===== src/rtl/alu_pkg.sv =====
// rtl/alu_pkg.sv - shared opcode and flag definitions for the execute-stage ALU
package alu_pkg;

  typedef enum logic [2:0] {
    OP_ADD = 3'b000,
    OP_SUB = 3'b001,
    OP_AND = 3'b010,
    OP_OR  = 3'b011,
    OP_MOV = 3'b100,
    OP_MOD = 3'b101
  } alu_op_e;

  localparam int FLAG_N = 3;
  localparam int FLAG_Z = 2;
  localparam int FLAG_C = 1;
  localparam int FLAG_V = 0;

endpackage


===== src/rtl/alu_mod_unit.sv =====
// rtl/alu_mod_unit.sv - combinational unsigned remainder, divide-by-zero returns the dividend
module alu_mod_unit #(
  parameter int N = 32
) (
  input  logic [N-1:0] a,
  input  logic [N-1:0] b,
  output logic [N-1:0] rem
);

  logic [N:0] part;

  // Restoring remainder: one extra bit so the shifted partial never wraps before the compare.
  always_comb begin
    part = '0;
    for (int i = N - 1; i >= 0; i--) begin
      part = {part[N-1:0], a[i]};
      if (part >= {1'b0, b}) begin
        part = part - {1'b0, b};
      end
    end
    rem = (b == '0) ? a : part[N-1:0];
  end

endmodule


===== src/rtl/alu.sv =====
// rtl/alu.sv - registered N-bit ALU with NZCV flags for the execute stage
module alu
  import alu_pkg::*;
#(
  parameter int N = 32
) (
  input  logic         clk_i,
  input  logic         rst_ni,
  input  logic [2:0]   opcode_i,
  input  logic [N-1:0] a_i,
  input  logic [N-1:0] b_i,
  output logic [N-1:0] result_o,
  output logic [3:0]   ALUFlags
);

  alu_op_e      op;
  logic [N:0]   sum;
  logic [N:0]   diff;
  logic [N-1:0] rem;
  logic [N-1:0] res_d;
  logic [3:0]   flags_d;
  logic         c_d;
  logic         v_d;

  assign op   = alu_op_e'(opcode_i);
  assign sum  = {1'b0, a_i} + {1'b0, b_i};
  assign diff = {1'b0, a_i} - {1'b0, b_i};

  alu_mod_unit #(.N(N)) u_mod (
    .a   (a_i),
    .b   (b_i),
    .rem (rem)
  );

  always_comb begin
    res_d = '0;
    c_d   = 1'b0;
    v_d   = 1'b0;
    case (op)
      OP_ADD: begin
        res_d = sum[N-1:0];
        c_d   = sum[N];
        v_d   = (a_i[N-1] == b_i[N-1]) && (sum[N-1] != a_i[N-1]);
      end
      OP_SUB: begin
        res_d = diff[N-1:0];
        // Carry is NOT borrow: the extended subtraction goes negative exactly when a < b.
        c_d   = ~diff[N];
        v_d   = (a_i[N-1] != b_i[N-1]) && (diff[N-1] != a_i[N-1]);
      end
      OP_AND:  res_d = a_i & b_i;
      OP_OR:   res_d = a_i | b_i;
      OP_MOV:  res_d = b_i;
      OP_MOD:  res_d = rem;
      default: res_d = '0;
    endcase
  end

  always_comb begin
    flags_d         = '0;
    flags_d[FLAG_N] = res_d[N-1];
    flags_d[FLAG_Z] = (res_d == '0);
    flags_d[FLAG_C] = c_d;
    flags_d[FLAG_V] = v_d;
  end

  always_ff @(posedge clk_i or negedge rst_ni) begin
    if (!rst_ni) begin
      result_o <= '0;
      ALUFlags <= '0;
    end else begin
      result_o <= res_d;
      ALUFlags <= flags_d;
    end
  end

endmodule


===== config.mk =====
export PLATFORM = sky130hd
export DESIGN_NAME = alu
export DESIGN_NICKNAME = d
export VERILOG_FILES = /design/src/rtl/alu_pkg.sv /design/src/rtl/alu_mod_unit.sv /design/src/rtl/alu.sv
export SDC_FILE = /design/constraint.sdc
export NUM_CORES = 2
export LEC_CHECK = 0
export CAP_MARGIN = 20
export CELL_PAD_IN_SITES_DETAIL_PLACEMENT = 1
export CELL_PAD_IN_SITES_GLOBAL_PLACEMENT = 1
export CORE_MARGIN = 1
export CORE_UTILIZATION = 41
export DETAILED_ROUTE_END_ITERATION = 6
export PLACE_DENSITY = 0.83
export SLEW_MARGIN = 10
export SYNTH_ARGS = -nofsm -noshare
export SYNTH_HDL_FRONTEND = slang
export SYNTH_SLANG_ARGS = --single-unit
export TNS_END_PERCENT = 50

===== constraint.sdc =====
create_clock -name clk_i -period 0.9 [get_ports clk_i]
set_input_delay 0.27 -clock clk_i [delete_from_list [all_inputs] [get_ports clk_i]]
set_output_delay 0.27 -clock clk_i [all_outputs]
set_load 0.03 [all_outputs]

==> out/qor.json, run 1 <==
{
  "failing_step": {"value": "4_1_cts"},
  "status": {"value": "aborted with a tool error"},
  "run.stop_error": {"value": "[ERROR DPL-0033] detailed placement checks failed during check placement."},
  "cts_post_setup_buffers_inserted": {"value": 844},
  "synthCells": {"value": 9265},
  "postSynth.asyncResetShare": {"value": 100, "unit": "%"},
  "synth.cell_area": {"value": 64700, "unit": "µm²"},
  "io_pins": {"value": 105},
  "die_h": {"value": 399, "unit": "µm"},
  "cts_buffers": {"value": 5},
  "place.port_buffers": {"value": 104},
  "synth_cell_types": {"value": 120},
  "fp-row-count": {"value": 145},
  "clk_buf_depth": {"value": 2},
  "cts.sinks": {"value": 35},
  "htreeDepth": {"value": 2},
  "synth.ff_latch_count": {"value": 35},
  "dominantRegCellSynth": {"value": "sky130_fd_sc_hd__dfrtp_1"},
  "synth_enable_flop_cells": {"value": 0},
  "cts_hold_buffers": {"value": 1},
  "place.gp.congestion": {"value": 1.17},
  "dp_hpwl": {"value": 456000, "unit": "µm"},
  "fp.dieW": {"value": 399, "unit": "µm"},
  "place_area": {"value": 97400, "unit": "µm²"},
  "postSynthAreaPerCell": {"value": 6.98, "unit": "µm²"},
  "post_cts.resized_instances": {"value": 1156},
  "yosysWarningCount": {"value": 0},
  "setup_ws_pre_cts": {"value": -147620, "unit": "ps"},
  "initial_utilization": {"value": 41.4, "unit": "%"},
  "synthesis.nets": {"value": 10456},
  "clk_tree_root_cell": {"value": "sky130_fd_sc_hd__clkbuf_16"},
  "register_area_share_after_synthesis": {"value": 1.35, "unit": "%"}
}
per-stage QoR:
stage	std cells	utilization, %	setup TNS [ps]
after global placement	14873	62.2	-3950910
after floorplan	9265	-	-3893900
after detailed placement	14874	62.3	-4861740
kinds of logic after synthesis:
group                      share of synthesized area, %
AOI/OAI and AO/OA                                  30.1
xor gates and xnor gates                           8.14
adders and majority gates                          22.1
buffers and inverters                              5.06
DFF                                                1.35
muxes                                              11.7
and+or+nand+nor                                    21.6
Yosys cell counts (37+ instances only):
cell type / count / area share [%]
sky130_fd_sc_hd__o21a_1: 128 / 1.5
sky130_fd_sc_hd__xor2_1: 213 / 2.9
sky130_fd_sc_hd__o211ai_1: 55 / 0.64
sky130_fd_sc_hd__o31ai_1: 52 / 0.60
sky130_fd_sc_hd__buf_1: 37 / 0.21
sky130_fd_sc_hd__nand2b_1: 116 / 1.1
sky130_fd_sc_hd__mux2_2: 513 / 8.9
sky130_fd_sc_hd__mux2i_1: 159 / 2.5
sky130_fd_sc_hd__or3_1: 69 / 0.67
sky130_fd_sc_hd__o21ai_0: 719 / 5.6
sky130_fd_sc_hd__nor3_1: 216 / 1.7
sky130_fd_sc_hd__clkbuf_1: 125 / 0.73
sky130_fd_sc_hd__and2_1: 46 / 0.44
sky130_fd_sc_hd__nand3_1: 156 / 1.2
sky130_fd_sc_hd__nor4_1: 55 / 0.53
sky130_fd_sc_hd__nor2_1: 976 / 5.7
sky130_fd_sc_hd__nand4_1: 176 / 1.7
sky130_fd_sc_hd__xnor2_1: 388 / 5.3
sky130_fd_sc_hd__o21bai_1: 104 / 1.2
sky130_fd_sc_hd__nor2b_1: 134 / 1.3
sky130_fd_sc_hd__ha_1: 1089 / 21
sky130_fd_sc_hd__a21oi_1: 692 / 5.4
sky130_fd_sc_hd__and3_1: 79 / 0.76
sky130_fd_sc_hd__a21boi_0: 296 / 3.4
sky130_fd_sc_hd__nand2_1: 859 / 5.0
sky130_fd_sc_hd__buf_2: 42 / 0.32
sky130_fd_sc_hd__inv_1: 610 / 3.5
sky130_fd_sc_hd__or2_2: 39 / 0.38
sky130_fd_sc_hd__a211oi_1: 76 / 0.88
sky130_fd_sc_hd__a31oi_1: 85 / 0.82
sky130_fd_sc_hd__a21o_1: 334 / 3.9
==> run 2: changes to the inputs <==
--- a/config.mk
+++ b/config.mk
@@ -6,12 +6,10 @@
 export NUM_CORES = 2
 export LEC_CHECK = 0
 export CAP_MARGIN = 20
-export CELL_PAD_IN_SITES_DETAIL_PLACEMENT = 1
-export CELL_PAD_IN_SITES_GLOBAL_PLACEMENT = 1
 export CORE_MARGIN = 1
-export CORE_UTILIZATION = 41
+export CORE_UTILIZATION = 26
 export DETAILED_ROUTE_END_ITERATION = 6
-export PLACE_DENSITY = 0.83
+export PLACE_DENSITY_LB_ADDON = 0.15
 export SLEW_MARGIN = 10
 export SYNTH_ARGS = -nofsm -noshare
 export SYNTH_HDL_FRONTEND = slang
==> out/qor.json, run 2 <==
{
  "htreeDepth": {"value": 2, "change": "unchanged"},
  "combinationalPowerShare": {"value": 98.4, "unit": "%"},
  "synthesis.nets": {"value": 10456, "change": "unchanged"},
  "postSynthAreaPerCell": {"value": 6.98, "unit": "µm²", "change": "unchanged"},
  "drt_iter0_drc": {"value": 6056},
  "violations": {"value": "setup timing"},
  "globalRouteOverflowTotal": {"value": 0},
  "drv.max_cap_violation_count": {"value": 0},
  "critical_path.max_stage_delay": {"value": 570, "unit": "ps"},
  "clock.fmax": {"value": 0.00840, "unit": "GHz"},
  "grt_pass1_vias": {"value": 84043},
  "initial_utilization": {"value": 26.2, "unit": "%", "change": "-15 points"},
  "setup_ws_pre_cts": {"value": -125230, "unit": "ps", "change": "+22390 ps"},
  "grt_first_pass_wirelength": {"value": 540000, "unit": "µm"},
  "dominantRegCellSynth": {"value": "sky130_fd_sc_hd__dfrtp_1"},
  "endpoint_kind": {"value": "flip-flop"},
  "detail_route.first_pass.iterations": {"value": 6},
  "register_area_share_after_synthesis": {"value": 1.35, "unit": "%", "change": "unchanged"},
  "dp_hpwl": {"value": 313000, "unit": "µm", "change": "-31%"},
  "clkSlewWorstSetupHoldPaths": {"value": 80, "unit": "ps"},
  "cp_slowest_cell": {"value": "sky130_fd_sc_hd__or4b_4"},
  "grt_antenna_before_repair": {"value": 28},
  "io_pins": {"value": 105, "change": "unchanged"},
  "place.port_buffers": {"value": 104, "change": "unchanged"},
  "area.growth.synth_to_final": {"value": 70.8, "unit": "%"},
  "synth_commonest_cells": {"value": "sky130_fd_sc_hd__ha_1, sky130_fd_sc_hd__nor2_1, sky130_fd_sc_hd__nand2_1, sky130_fd_sc_hd__o21ai_0, sky130_fd_sc_hd__a21oi_1"},
  "yosysWarningCount": {"value": 0, "change": "unchanged"},
  "cell_taking_the_most_area_after_synthesis": {"value": "sky130_fd_sc_hd__ha_1"},
  "synthCells": {"value": 9265, "change": "unchanged"},
  "clk_buf_depth": {"value": 2, "change": "unchanged"},
  "power_leakage": {"value": 56.2, "unit": "nW"},
  "setup.worst_path.class": {"value": "in2reg"},
  "place.gp.congestion": {"value": 0.996, "change": "-15%"},
  "pin_count_of_the_biggest_net_entering_global_routing": {"value": 38},
  "synth.ff_latch_count": {"value": 35, "change": "unchanged"},
  "synth_cell_types": {"value": 120, "change": "unchanged"},
  "setup_tns": {"value": -3903240, "unit": "ps"},
  "tritoncts": {"value": "yes"},
  "share_of_total_power_in_the_clock_network": {"value": 0.7, "unit": "%"},
  "cts_buffers": {"value": 5, "change": "unchanged"},
  "crit_fanout": {"value": 9},
  "routedWlPerCell": {"value": 22.4, "unit": "µm"},
  "synth.top_cells.by_area": {"value": "sky130_fd_sc_hd__ha_1, sky130_fd_sc_hd__mux2_2, sky130_fd_sc_hd__nor2_1, sky130_fd_sc_hd__o21ai_0, sky130_fd_sc_hd__a21oi_1"},
  "critical-path-top-cell-by-count": {"value": "sky130_fd_sc_hd__o21ai_2"},
  "worst_hold_path_type": {"value": "in2async"},
  "unrepaired_setup_endpoints_after_global_routing": {"value": "true"},
  "flip_flop_count_of_the_largest_register_after_layout": {"value": 31},
  "synthMostInstantiatedCell": {"value": "sky130_fd_sc_hd__ha_1"},
  "timing_worst_slew_pin_value": {"value": 1020, "unit": "ps"},
  "fp-row-count": {"value": 182, "change": "+26%"},
  "drv_slew": {"value": 0},
  "power.share.switching": {"value": 47.9, "unit": "%"},
  "fillerInstances": {"value": 24886},
  "largest_register": {"value": "result_o"},
  "die_area": {"value": 251000, "unit": "µm²"},
  "startpoint_type": {"value": "input pin"},
  "timing.critical_path.max_delay_family": {"value": "compound AO/OA/AOI/OAI gates"},
  "worst-endpoint-required": {"value": 1130, "unit": "ps"},
  "p_int": {"value": 188, "unit": "mW"},
  "die_h": {"value": 501, "unit": "µm", "change": "+25%"},
  "final.setup.worst_slack": {"value": -118180, "unit": "ps"},
  "postSynth.asyncResetShare": {"value": 100, "unit": "%", "change": "unchanged"},
  "largest_registers": {"value": "result_o (31), ALUFlags (4)"},
  "final_common_cell": {"value": "sky130_fd_sc_hd__buf_4"},
  "synth_enable_flop_cells": {"value": 0, "change": "unchanged"},
  "worst_ir_drop_vdd": {"value": 0.00666, "unit": "V"},
  "final.min_clock_period": {"value": 119080, "unit": "ps"},
  "core-area": {"value": 247000, "unit": "µm²"},
  "synth.cell_area": {"value": 64700, "unit": "µm²", "change": "unchanged"},
  "switchingPower": {"value": 173, "unit": "mW"},
  "totalWireLength": {"value": 379000, "unit": "µm"},
  "setup_viol": {"value": 71},
  "power_per_cell_area": {"value": 3260, "unit": "nW/µm²"},
  "drc": {"value": 0},
  "max_slew_margin": {"value": 31.6, "unit": "%"},
  "route.detailed.vias_per_inst": {"value": 5.18},
  "num-nets-final": {"value": 14762},
  "final_core_util": {"value": 44.8, "unit": "%"},
  "status": {"value": "finished with violations"},
  "hold-worst-slack": {"value": 453, "unit": "ps"},
  "postRouteAntennaNets": {"value": 0},
  "post_route_cells_drive_above_1_share": {"value": 45.1, "unit": "%"},
  "hold_viol_final": {"value": 0},
  "portion_of_total_power_attributed_to_sequential_cells": {"value": 0.9, "unit": "%"},
  "design_power_total": {"value": 360, "unit": "mW"},
  "clk_tree_root_cell": {"value": "sky130_fd_sc_hd__clkbuf_16"},
  "most-common-layout-cells": {"value": "sky130_fd_sc_hd__buf_4, sky130_fd_sc_hd__ha_1, sky130_fd_sc_hd__nor2_1, sky130_fd_sc_hd__nand2_1, sky130_fd_sc_hd__a21oi_1"},
  "cts.sinks": {"value": 35, "change": "unchanged"},
  "fp.dieW": {"value": 501, "unit": "µm", "change": "+25%"},
  "cp_num_buf_inv": {"value": 61},
  "num_vias": {"value": 87585},
  "timing.final.crit_share": {"value": 13200, "unit": "%"},
  "grt_usage": {"value": 28.5, "unit": "%"},
  "synth_largest_type_area_fraction": {"value": 21.1, "unit": "%", "change": "unchanged"},
  "critical_path_arrival": {"value": 119300, "unit": "ps"}
}
-- run 2: cell counts after synthesis --
No cell type changed its count.
-- run 2: worst min-delay path: cells and delay by family --
kind	cells	cell delay, ps
buffers and inverters	3	870
-- run 2: power by group through the flow --
| stage | clock network [mW] | logic [mW] | registers (mW) |
|---|---|---|---|
| 2_1_floorplan | 0 | 180 | 3.96 |
| 3_3_place_gp | 0 | 315 | 3.10 |
| 3_5_place_dp | 0 | 313 | 3.11 |
| 4_1_cts | 2.68 | 325 | 3.14 |
| 5_1_grt | 2.67 | 372 | 3.14 |
| 6_report | 2.61 | 355 | 3.12 |
-- run 2: final timing paths --
check | startpoint | to | slack (ps) | depth (start not counted)
max | b_i[12] | ALUFlags[2] | -118180 | 1124
min | rst_ni | result_o[19] | 450 | 3
max in group asynchronous | rst_ni | result_o[3] | 140 | 3
min in group clk_i | b_i[13] | result_o[13] | 560 | 5
-- run 2: kinds of logic after synthesis --
group,Yosys count,synth area share [%]
AO/OA/AOI/OAI,2976,30.1
XOR/XNOR,601,8.14
adder cells (fa/ha/maj),1122,22.1
buffers and inverters,834,5.06
flip-flops,35,1.35
multiplexers,686,11.7
AND/OR/NAND/NOR,3011,21.6
-- run 2: area by class of cell --
type	instances	area, µm²	area share, %
Tap cell	3312	4140	3.75
Inverter	613	2330	2.11
Clock inverter	3	67.6	0.0611
Antenna cell	15	37.5	0.0340
Sequential cell	35	882	0.798
Timing Repair Buffer	4519	35800	32.4
Clock buffer	5	125	0.113
Multi-Input combinational cell	8397	67100	60.7
-- run 2: stage by stage --
step                instances  area, µm²
finish                  16899     111000
global route            16892     110000
CTS                     16661     104000
detailed placement      16472     102000
global placement        16470     102000
floorplan                9265      67300
-- run 2: layer usage --
layer | vias up | track usage (%) | part of all wire [%]
li1 | 42816 | - | -
met1 | 42177 | 38.9 | 46
met2 | 2203 | 47.2 | 46
met3 | 385 | 1.37 | 4.1
met4 | 4 | 10.2 | 3.9
met5 | - | 0 | 0.0071
-- run 2: repair_timing --
item / in CTS / in global routing
pin swaps: 76 / 701
endpoints found under the setup margin: 71 / 71
gates resized for setup: 192 / 1018
endpoints found under the hold margin: 35 / 0
hold buffers: 1 / 0
cloned: 1 / 3
buffers inserted: 179 / 237
Note: power is estimated with default switching activity, not from simulation.
